`src/rtl/address_offset_writer_if.sv`:
```
// address_offset_writer_if
//   Groups the ALU writeback bus and the PO/DO write bus used by
//   address_offset_writer.
//   master : writeback source side (drives write_*, IO_Ready_in, Cancel_in;
//            observes the PO/DO write outputs).
//   slave  : address_offset_writer side.
//   Signals:
//     write_enable, write_addr, write_data, IO_Ready_in, Cancel_in
//       - writeback from the ALU stage plus its instruction qualifiers.
//     po_wren, po_write_addr, po_write_data
//       - PO entry write toward the address module.
//     do_wren, do_write_data
//       - DO write toward the address module.
//     IO_Ready_previous, Cancel_previous
//       - registered qualifiers forwarded to the address module.
//     init_busy, write_dropped
//       - PO clear in progress / writeback discarded during the clear.
interface address_offset_writer_if #(
  parameter int ADDR_WIDTH     = 10,
  parameter int WORD_WIDTH     = 36,
  parameter int PO_ADDR_WIDTH  = 2,
  parameter int PO_ENTRY_WIDTH = 22
);
  logic                      write_enable;
  logic [ADDR_WIDTH-1:0]     write_addr;
  logic [WORD_WIDTH-1:0]     write_data;
  logic                      IO_Ready_in;
  logic                      Cancel_in;
  logic                      po_wren;
  logic [PO_ADDR_WIDTH-1:0]  po_write_addr;
  logic [PO_ENTRY_WIDTH-1:0] po_write_data;
  logic                      do_wren;
  logic [ADDR_WIDTH-1:0]     do_write_data;
  logic                      IO_Ready_previous;
  logic                      Cancel_previous;
  logic                      init_busy;
  logic                      write_dropped;

  modport master (
    output write_enable, write_addr, write_data, IO_Ready_in, Cancel_in,
    input  po_wren, po_write_addr, po_write_data, do_wren, do_write_data,
    input  IO_Ready_previous, Cancel_previous, init_busy, write_dropped
  );

  modport slave (
    input  write_enable, write_addr, write_data, IO_Ready_in, Cancel_in,
    output po_wren, po_write_addr, po_write_data, do_wren, do_write_data,
    output IO_Ready_previous, Cancel_previous, init_busy, write_dropped
  );
endinterface

```
`src/rtl/address_offset_writer.sv`:
```
// address_offset_writer
//   Maps ALU writebacks onto the per-thread programmed-offset (PO) entries
//   and the default-offset (DO) register of the address module. After reset
//   it first clears every PO entry (INIT), holding each entry index for
//   THREAD_COUNT cycles so the downstream rotating thread pointer writes the
//   entry for every thread; then it decodes writebacks forever (RUN).
//   Ports:
//     clock   - single clock, rising edge.
//     reset_n - asynchronous, active-low reset.
//     bus     - address_offset_writer_if.slave: writeback in, PO/DO write
//               out, forwarded qualifiers, init_busy / write_dropped status.
//   All outputs are registered: one cycle from inputs/state to outputs.
module address_offset_writer #(
  parameter int ADDR_WIDTH         = 10,
  parameter int WORD_WIDTH         = 36,
  parameter int PO_ADDR_WIDTH      = 2,
  parameter int PO_ENTRY_COUNT     = 4,
  parameter int PO_ENTRY_WIDTH     = 22,
  parameter int PO_INIT_VALUE      = 0,
  parameter int PO_BASE_ADDR       = 1000,
  parameter int DO_ADDR            = 1004,
  parameter int THREAD_COUNT       = 8,
  parameter int THREAD_COUNT_WIDTH = 3
) (
  input  logic                    clock,
  input  logic                    reset_n,
  address_offset_writer_if.slave  bus
);

  localparam logic [ADDR_WIDTH-1:0] PO_LO = ADDR_WIDTH'(PO_BASE_ADDR);
  localparam logic [ADDR_WIDTH-1:0] PO_HI = ADDR_WIDTH'(PO_BASE_ADDR + PO_ENTRY_COUNT - 1);
  localparam logic [ADDR_WIDTH-1:0] DO_A  = ADDR_WIDTH'(DO_ADDR);
  localparam logic [PO_ADDR_WIDTH-1:0]      E_LAST = PO_ADDR_WIDTH'(PO_ENTRY_COUNT - 1);
  localparam logic [THREAD_COUNT_WIDTH-1:0] T_LAST = THREAD_COUNT_WIDTH'(THREAD_COUNT - 1);
  localparam logic [PO_ENTRY_WIDTH-1:0]     PO_INIT = PO_ENTRY_WIDTH'(PO_INIT_VALUE);

  // A DO address inside the PO window would let one writeback raise both
  // write enables, so it is rejected when the block is elaborated.
  if ((DO_A >= PO_LO) && (DO_A <= PO_HI)) begin : g_do_in_po_range
    $error("address_offset_writer: DO_ADDR lies inside the PO address range");
  end
  if ((WORD_WIDTH < PO_ENTRY_WIDTH) || (WORD_WIDTH < ADDR_WIDTH)) begin : g_word_too_narrow
    $error("address_offset_writer: WORD_WIDTH narrower than PO entry or address");
  end

  typedef enum logic {INIT, RUN} state_t;

  state_t                        state_q, state_d;
  logic [PO_ADDR_WIDTH-1:0]      e_q, e_d;
  logic [THREAD_COUNT_WIDTH-1:0] t_q, t_d;

  logic                      po_hit_p0, do_hit_p0;
  logic [ADDR_WIDTH-1:0]     po_off_p0;
  logic                      po_wren_p0, do_wren_p0;
  logic [PO_ADDR_WIDTH-1:0]  po_addr_p0;
  logic [PO_ENTRY_WIDTH-1:0] po_data_p0;
  logic [ADDR_WIDTH-1:0]     do_data_p0;
  logic                      io_ready_p0, cancel_p0, busy_p0, dropped_p0;

  logic                      po_wren_p1, do_wren_p1;
  logic [PO_ADDR_WIDTH-1:0]  po_addr_p1;
  logic [PO_ENTRY_WIDTH-1:0] po_data_p1;
  logic [ADDR_WIDTH-1:0]     do_data_p1;
  logic                      io_ready_p1, cancel_p1, busy_p1, dropped_p1;

  // Upper writeback bits beyond the PO entry width are intentionally dropped.
  logic unused_write_data;
  assign unused_write_data = ^bus.write_data;

  // ---- p0: address decode and next-state / next-output selection ----
  assign po_hit_p0 = (bus.write_addr >= PO_LO) && (bus.write_addr <= PO_HI);
  assign do_hit_p0 = (bus.write_addr == DO_A);
  assign po_off_p0 = bus.write_addr - PO_LO;

  always_comb begin
    state_d     = state_q;
    e_d         = e_q;
    t_d         = t_q;
    po_wren_p0  = 1'b0;
    do_wren_p0  = 1'b0;
    po_addr_p0  = po_addr_p1;
    po_data_p0  = po_data_p1;
    do_data_p0  = do_data_p1;
    io_ready_p0 = io_ready_p1;
    cancel_p0   = cancel_p1;
    busy_p0     = 1'b0;
    dropped_p0  = 1'b0;
    unique case (state_q)
      INIT: begin
        po_wren_p0  = 1'b1;
        po_addr_p0  = e_q;
        po_data_p0  = PO_INIT;
        io_ready_p0 = 1'b1;
        cancel_p0   = 1'b0;
        busy_p0     = 1'b1;
        dropped_p0  = bus.write_enable;
        if (t_q == T_LAST) begin
          t_d = '0;
          if (e_q == E_LAST) begin
            state_d = RUN;
          end else begin
            e_d = e_q + PO_ADDR_WIDTH'(1);
          end
        end else begin
          t_d = t_q + THREAD_COUNT_WIDTH'(1);
        end
      end
      RUN: begin
        po_wren_p0  = bus.write_enable & po_hit_p0;
        do_wren_p0  = bus.write_enable & do_hit_p0;
        io_ready_p0 = bus.IO_Ready_in;
        cancel_p0   = bus.Cancel_in;
        // Data outputs only move on an accepted write so a miss leaves the
        // last written value on the bus.
        if (po_wren_p0) begin
          po_addr_p0 = po_off_p0[PO_ADDR_WIDTH-1:0];
          po_data_p0 = bus.write_data[PO_ENTRY_WIDTH-1:0];
        end
        if (do_wren_p0) begin
          do_data_p0 = bus.write_data[ADDR_WIDTH-1:0];
        end
      end
    endcase
  end

  // ---- p1: state and registered outputs ----
  always_ff @(posedge clock or negedge reset_n) begin
    if (!reset_n) begin
      state_q     <= INIT;
      e_q         <= '0;
      t_q         <= '0;
      po_wren_p1  <= 1'b0;
      do_wren_p1  <= 1'b0;
      po_addr_p1  <= '0;
      po_data_p1  <= '0;
      do_data_p1  <= '0;
      io_ready_p1 <= 1'b0;
      cancel_p1   <= 1'b0;
      busy_p1     <= 1'b1;
      dropped_p1  <= 1'b0;
    end else begin
      state_q     <= state_d;
      e_q         <= e_d;
      t_q         <= t_d;
      po_wren_p1  <= po_wren_p0;
      do_wren_p1  <= do_wren_p0;
      po_addr_p1  <= po_addr_p0;
      po_data_p1  <= po_data_p0;
      do_data_p1  <= do_data_p0;
      io_ready_p1 <= io_ready_p0;
      cancel_p1   <= cancel_p0;
      busy_p1     <= busy_p0;
      dropped_p1  <= dropped_p0;
    end
  end

  assign bus.po_wren           = po_wren_p1;
  assign bus.po_write_addr     = po_addr_p1;
  assign bus.po_write_data     = po_data_p1;
  assign bus.do_wren           = do_wren_p1;
  assign bus.do_write_data     = do_data_p1;
  assign bus.IO_Ready_previous = io_ready_p1;
  assign bus.Cancel_previous   = cancel_p1;
  assign bus.init_busy         = busy_p1;
  assign bus.write_dropped     = dropped_p1;

endmodule

```
`src/flat_wrapper.sv`:
```
// flat-port wrapper written by rule: the top's interface ports become plain ports
module address_offset_writer_flat 
#(
  parameter int ADDR_WIDTH         = 10,
  parameter int WORD_WIDTH         = 36,
  parameter int PO_ADDR_WIDTH      = 2,
  parameter int PO_ENTRY_COUNT     = 4,
  parameter int PO_ENTRY_WIDTH     = 22,
  parameter int PO_INIT_VALUE      = 0,
  parameter int PO_BASE_ADDR       = 1000,
  parameter int DO_ADDR            = 1004,
  parameter int THREAD_COUNT       = 8,
  parameter int THREAD_COUNT_WIDTH = 3
)
  (clock, reset_n, bus_write_enable, bus_write_addr, bus_write_data, bus_IO_Ready_in, bus_Cancel_in, bus_po_wren, bus_po_write_addr, bus_po_write_data, bus_do_wren, bus_do_write_data, bus_IO_Ready_previous, bus_Cancel_previous, bus_init_busy, bus_write_dropped);
  address_offset_writer_if #(.ADDR_WIDTH(ADDR_WIDTH), .WORD_WIDTH(WORD_WIDTH), .PO_ADDR_WIDTH(PO_ADDR_WIDTH), .PO_ENTRY_WIDTH(PO_ENTRY_WIDTH)) bus_i ();
  input  logic clock;
  input  logic reset_n;
  input wire logic [$bits(bus_i.write_enable)-1:0] bus_write_enable;
  input wire logic [$bits(bus_i.write_addr)-1:0] bus_write_addr;
  input wire logic [$bits(bus_i.write_data)-1:0] bus_write_data;
  input wire logic [$bits(bus_i.IO_Ready_in)-1:0] bus_IO_Ready_in;
  input wire logic [$bits(bus_i.Cancel_in)-1:0] bus_Cancel_in;
  output wire logic [$bits(bus_i.po_wren)-1:0] bus_po_wren;
  output wire logic [$bits(bus_i.po_write_addr)-1:0] bus_po_write_addr;
  output wire logic [$bits(bus_i.po_write_data)-1:0] bus_po_write_data;
  output wire logic [$bits(bus_i.do_wren)-1:0] bus_do_wren;
  output wire logic [$bits(bus_i.do_write_data)-1:0] bus_do_write_data;
  output wire logic [$bits(bus_i.IO_Ready_previous)-1:0] bus_IO_Ready_previous;
  output wire logic [$bits(bus_i.Cancel_previous)-1:0] bus_Cancel_previous;
  output wire logic [$bits(bus_i.init_busy)-1:0] bus_init_busy;
  output wire logic [$bits(bus_i.write_dropped)-1:0] bus_write_dropped;
  assign bus_i.write_enable = bus_write_enable;
  assign bus_i.write_addr = bus_write_addr;
  assign bus_i.write_data = bus_write_data;
  assign bus_i.IO_Ready_in = bus_IO_Ready_in;
  assign bus_i.Cancel_in = bus_Cancel_in;
  assign bus_po_wren = bus_i.po_wren;
  assign bus_po_write_addr = bus_i.po_write_addr;
  assign bus_po_write_data = bus_i.po_write_data;
  assign bus_do_wren = bus_i.do_wren;
  assign bus_do_write_data = bus_i.do_write_data;
  assign bus_IO_Ready_previous = bus_i.IO_Ready_previous;
  assign bus_Cancel_previous = bus_i.Cancel_previous;
  assign bus_init_busy = bus_i.init_busy;
  assign bus_write_dropped = bus_i.write_dropped;
  address_offset_writer #(.ADDR_WIDTH(ADDR_WIDTH), .WORD_WIDTH(WORD_WIDTH), .PO_ADDR_WIDTH(PO_ADDR_WIDTH), .PO_ENTRY_COUNT(PO_ENTRY_COUNT), .PO_ENTRY_WIDTH(PO_ENTRY_WIDTH), .PO_INIT_VALUE(PO_INIT_VALUE), .PO_BASE_ADDR(PO_BASE_ADDR), .DO_ADDR(DO_ADDR), .THREAD_COUNT(THREAD_COUNT), .THREAD_COUNT_WIDTH(THREAD_COUNT_WIDTH)) u_core (.clock(clock), .reset_n(reset_n), .bus(bus_i));
endmodule
```
`config.mk`:
```
export PLATFORM = sky130hd
export DESIGN_NAME = address_offset_writer_flat
export DESIGN_NICKNAME = d
export VERILOG_FILES = /design/src/rtl/address_offset_writer_if.sv /design/src/rtl/address_offset_writer.sv /design/src/flat_wrapper.sv
export SDC_FILE = /design/constraint.sdc
export NUM_CORES = 1
export LEC_CHECK = 0
export BUFFER_PORTS_ARGS = -buffer_cell sky130_fd_sc_hd__buf_4
export CAP_MARGIN = 10
export CORE_MARGIN = 1.5
export CORE_UTILIZATION = 35
export CTS_CLUSTER_DIAMETER = 120
export DETAILED_ROUTE_END_ITERATION = 10
export HOLD_SLACK_MARGIN = 0.12
export RECOVER_POWER = 25
export SLEW_MARGIN = 20
export SYNTH_ARGS = -nofsm -noshare
export SYNTH_HDL_FRONTEND = slang
export SYNTH_SLANG_ARGS = --single-unit
export TNS_END_PERCENT = 20
```
`constraint.sdc`:
```
create_clock -name clock -period 2.76 [get_ports clock]
set_input_delay 0.414 -clock clock [delete_from_list [all_inputs] [get_ports clock]]
set_output_delay 0.414 -clock clock [all_outputs]
set_load 0.01 [all_outputs]
```
==> results.txt <==
The flow ran to the end, and the final reports show no timing, DRC or antenna violations. The relative slew slack came out at 0.259. The tree is rooted in a clkbuf_8. The startpoint identified for the worst register-to-register timing path is u_core.state_q$_DFF_PN0_. The logs give 0 for the total count of hold-check failures in the final report and 47 for the maximum number of pins on one net before global-route repair.

The post-route fraction of the period consumed by the critical path is 0.568, and the count of H-tree levels built during CTS is 2. Leaving out fill and tap cells, the most frequent cell in the layout is buf_4. Overall overflow remaining after global route: 0. The tools report the starting density of the core as 0.361. The worst setup path endpoint is u_core.bus.do_write_data[5]$_DFFE_PN0P_. The capturing element type of the critical path was a flip-flop. Dividing total power by cell area gives a power density of 457 nW/um2. Internal power comes to 0.988 mW.

For the synthesized netlist net count, the log shows 221. Yosys printed 0 warnings. The logs give 0.135 for the global routing usage summed across all routing layers and 0.252 mW for the switching power.

The fraction of power consumed by sequential logic is 0.553. met2 is the most crowded layer. The tools report the antenna violation net count after detailed routing as 0. The cell type contributing the most total cell area after synthesis is dfrtp_1. The run gives 27 as the number of standard-cell rows in the floorplan.

For the number of remaining DRC errors, the log shows 0. Setup repair after global routing left no endpoint under its margin. The tools report the initial detailed-routing violation count as 42. The first detailed-routing pass took 3 iterations.

A synthesized cell averages 11.9 um2. In the layout the commonest cells are 78 x buf_4, 53 x nand2_1, 44 x dfrtp_1. For the reg-to-reg setup timing slack, the log shows 1.19 ns.

The tools report the post-route worst setup slack as 1.19 ns. The total die area is 6140 um2, and the count of cells resized by post-cts repair is 0. The sequential element share of the synthesized area came out at 0.579. The cell area that synthesis handed to floorplanning was 1990 um2. The number of pins with negative max-slew slack in the final report is 0.

The clock share of power is 0.372, and the path depth of the worst reg2reg path is 4. The worst setup path is launched from a flip-flop. Setup violations remaining at the end of the flow were counted as 0.

TritonCTS built the clock tree. The slew of the pin with the lowest slew margin is 1.11 ns, and the largest fanout of any net on the critical path is 20. The tools report the number of antenna violations at the first check in global routing as 0.

The layout cell share with drive strength beyond 1 is 0.389, and the clock period minus final worst setup slack is 1.57 ns. The net count of the finished layout is 297. Kind of path behind the tightest hold check: input pin to flip-flop. After routing, the total negative slack on setup checks comes to 0 ns. For the static leakage, the log shows 1.44 nW.

Post-CTS timing repair inserted 0 buffers for setup. Yosys attributes the largest share of cell area to dfrtp_1 57%, mux2i_1 11%, nand2_1 10%. Measured along the x axis, the die boundary spans 78.4 um.

After detailed routing, the average wire length per cell comes to 12.0 um. The count of distinct cell types in the synthesized netlist was 28; the layout overhead on the synthesized area was 36.4%. No sink is reached through more buffers than the 2 on the longest clock path. The fraction of power spent switching nets came out at 0.203. For the count of clock tree sinks, the log shows 46.

Final weighted congestion of routability-driven global placement: 0.693. The run gives 167 as the count of mapped cells out of synthesis. The data arrival time of the critical path was 1.74 ns; the register bit count reported by yosys was 46. The count of buffers added on input and output ports is 76. The number of antenna diodes in the final layout is 0. For the standard cell core area, the log shows 5510 um2. Clock-pin slew was measured on the worst setup and hold paths at 0.08 ns.

The clock network latency to the later pin of the worst-skew pair was 0.29 ns. After detailed placement, the design holds a cell count of 308. The tools report the routing usage on met3 as 0.0372. The run gives 0.075 as the relative contribution of combinational cells to total power.

The critical path starts at u_core.state_q$_DFF_PN0_. 91 I/O pins were placed. The tools report the number of maximum-capacitance violations as 0.

Detailed placement finished with a half-perimeter wire length of 2600 um. The met2 capacity usage during global routing is 0.230, and the number of hold buffers added after cts is 0. Area share of the largest cell type after synthesis: 0.566. The routed layout has 1441 vias.

Via count of the first global-routing pass: 1472. For the worst setup path, the data required time is 2.93 ns. The classification of the worst setup path is flip-flop to flip-flop. The run gives 6550 um as the wire length of the first global-routing pass. Using the TritonRoute via totals, the vias-per-cell ratio works out to 4.56.

For the final database, setup skew stands at 0.00759 ns. In this run, CTS created clock tree buffers numbering 5. The tools report the met1 track demand over resource in global routing as 0.160. The die is 78.4 um tall. OpenSTA, run right after detailed placement, puts the worst setup slack at 1.10 ns.

For this run, the number of standard cells in the final layout without fillers is 316. In this run the critical register-to-register path is captured at u_core.bus.do_write_data[5]$_DFFE_PN0P_. The logs give 3780 um for the detailed-route wire length and 637 MHz for the fmax.

VDD sags by at most 0.222 mV.
[cells in the mapped netlist]
| cell type | n |
|---|---|
| buf_4 | 1 |
| clkbuf_1 | 2 |
| mux2i_1 | 22 |
| dfrtp_1 | 45 |
| xnor2_1 | 1 |
| nor3_2 | 1 |
| nor2b_1 | 1 |
| nand4b_4 | 1 |
| buf_8 | 2 |
| buf_2 | 4 |
| nand4bb_1 | 1 |
| nor3_4 | 1 |
| dfstp_2 | 1 |
| o221ai_2 | 2 |
| buf_1 | 1 |
| nor3_1 | 1 |
| nand2b_1 | 2 |
| nand2_1 | 53 |
| nand4_1 | 1 |
| ha_1 | 3 |
| o21ai_0 | 2 |
| and2_1 | 1 |
| inv_1 | 3 |
| mux2_2 | 1 |
| mux2_1 | 10 |
| or4_1 | 2 |
| nor3b_1 | 1 |
| a21o_1 | 1 |
[critical path, cell delays in order, from the launching register on]
cell and delay, ns:
dfrtp_2 0.59, nand4bb_1 0.16, nor3_2 0.12, buf_4 0.23
mux2_1 0.34
[flip-flops by register name (all words and copies together) (netlist names)]
register and cells:
u_core.bus.Cancel_previous 1, u_core.bus.do_wren 1, u_core.e_q 2, u_core.state_q 1, u_core.bus.do_write_data 10, u_core.bus.po_write_data 22
u_core.bus.po_write_addr 2, u_core.bus.IO_Ready_previous 1, u_core.bus.write_dropped 1, u_core.bus.po_wren 1, u_core.t_q 3, u_core.bus.init_busy 1
[stage by stage]
step / utilization / hold slack, ns / total power, mW / area [um2]
finish: 0.493 / 0.308 / 1.24 / 2710
global route: 0.493 / 0.311 / 1.31 / 2710
CTS: 0.493 / 0.139 / 1.27 / 2720
detailed placement: 0.473 / 0.461 / 0.796 / 2610
global placement: 0.473 / 0.464 / 0.795 / 2610
floorplan: - / 0.118 / 0.724 / 1990
[power by group through the flow]
stage / logic [mW] / registers [mW] / clock network [mW]
floorplan: 0.0202 / 0.704 / 0
global placement: 0.0955 / 0.699 / 0
global route: 0.105 / 0.687 / 0.517
CTS: 0.0969 / 0.686 / 0.489
finish: 0.0933 / 0.686 / 0.461
detailed placement: 0.0967 / 0.699 / 0
[worst min path at each step]
stage	depth (start not counted)	slack, ns	endpoint	start
floorplan	0	0.12	u_core.bus.Cancel_previous$_DFF_PN0_	reset_n
global placement	1	0.46	u_core.bus.po_write_addr[0]$_DFFE_PN0P_	reset_n
detailed placement	1	0.46	u_core.bus.write_dropped$_DFF_PN0_	reset_n
CTS	1	0.14	u_core.t_q[0]$_DFFE_PN0N_	reset_n
global route	2	0.31	u_core.bus.IO_Ready_previous$_DFF_PN0_	bus_IO_Ready_in
finish	2	0.31	u_core.bus.IO_Ready_previous$_DFF_PN0_	bus_IO_Ready_in
[per-layer routing]
layer / vias up / part of all wire / routed length, um
li1: 708 / - / -
met4: 0 / 0.0090 / 34
met3: 2 / 0.069 / 261
met2: 48 / 0.48 / 1820
met1: 683 / 0.44 / 1660
met5: - / 0 / 0
[area by class of cell]
type / instances / area, um2
tap: 72 / 90.1
inverter: 3 / 11.3
clock buffer: 8 / 110
sequential: 46 / 1150
timing repair buffer: 79 / 591
fill: 538 / 2790
multi-input combinational: 108 / 757
[cells by family (layout without fill, tap and decap cells)]
| logic type | count (synthesis) | after routing | synth area share |
|---|---|---|---|
| simple gates | 66 | 66 | 0.160 |
| flops | 46 | 46 | 0.579 |
| mux | 33 | 33 | 0.173 |
| buf+inv | 13 | 90 | 0.0403 |
| compound gates | 5 | 5 | 0.0239 |
| fa+ha+maj | 3 | 3 | 0.0189 |
| xor+xnor | 1 | 1 | 0.00440 |
No activity file was read; power rests on OpenSTA's default activity.
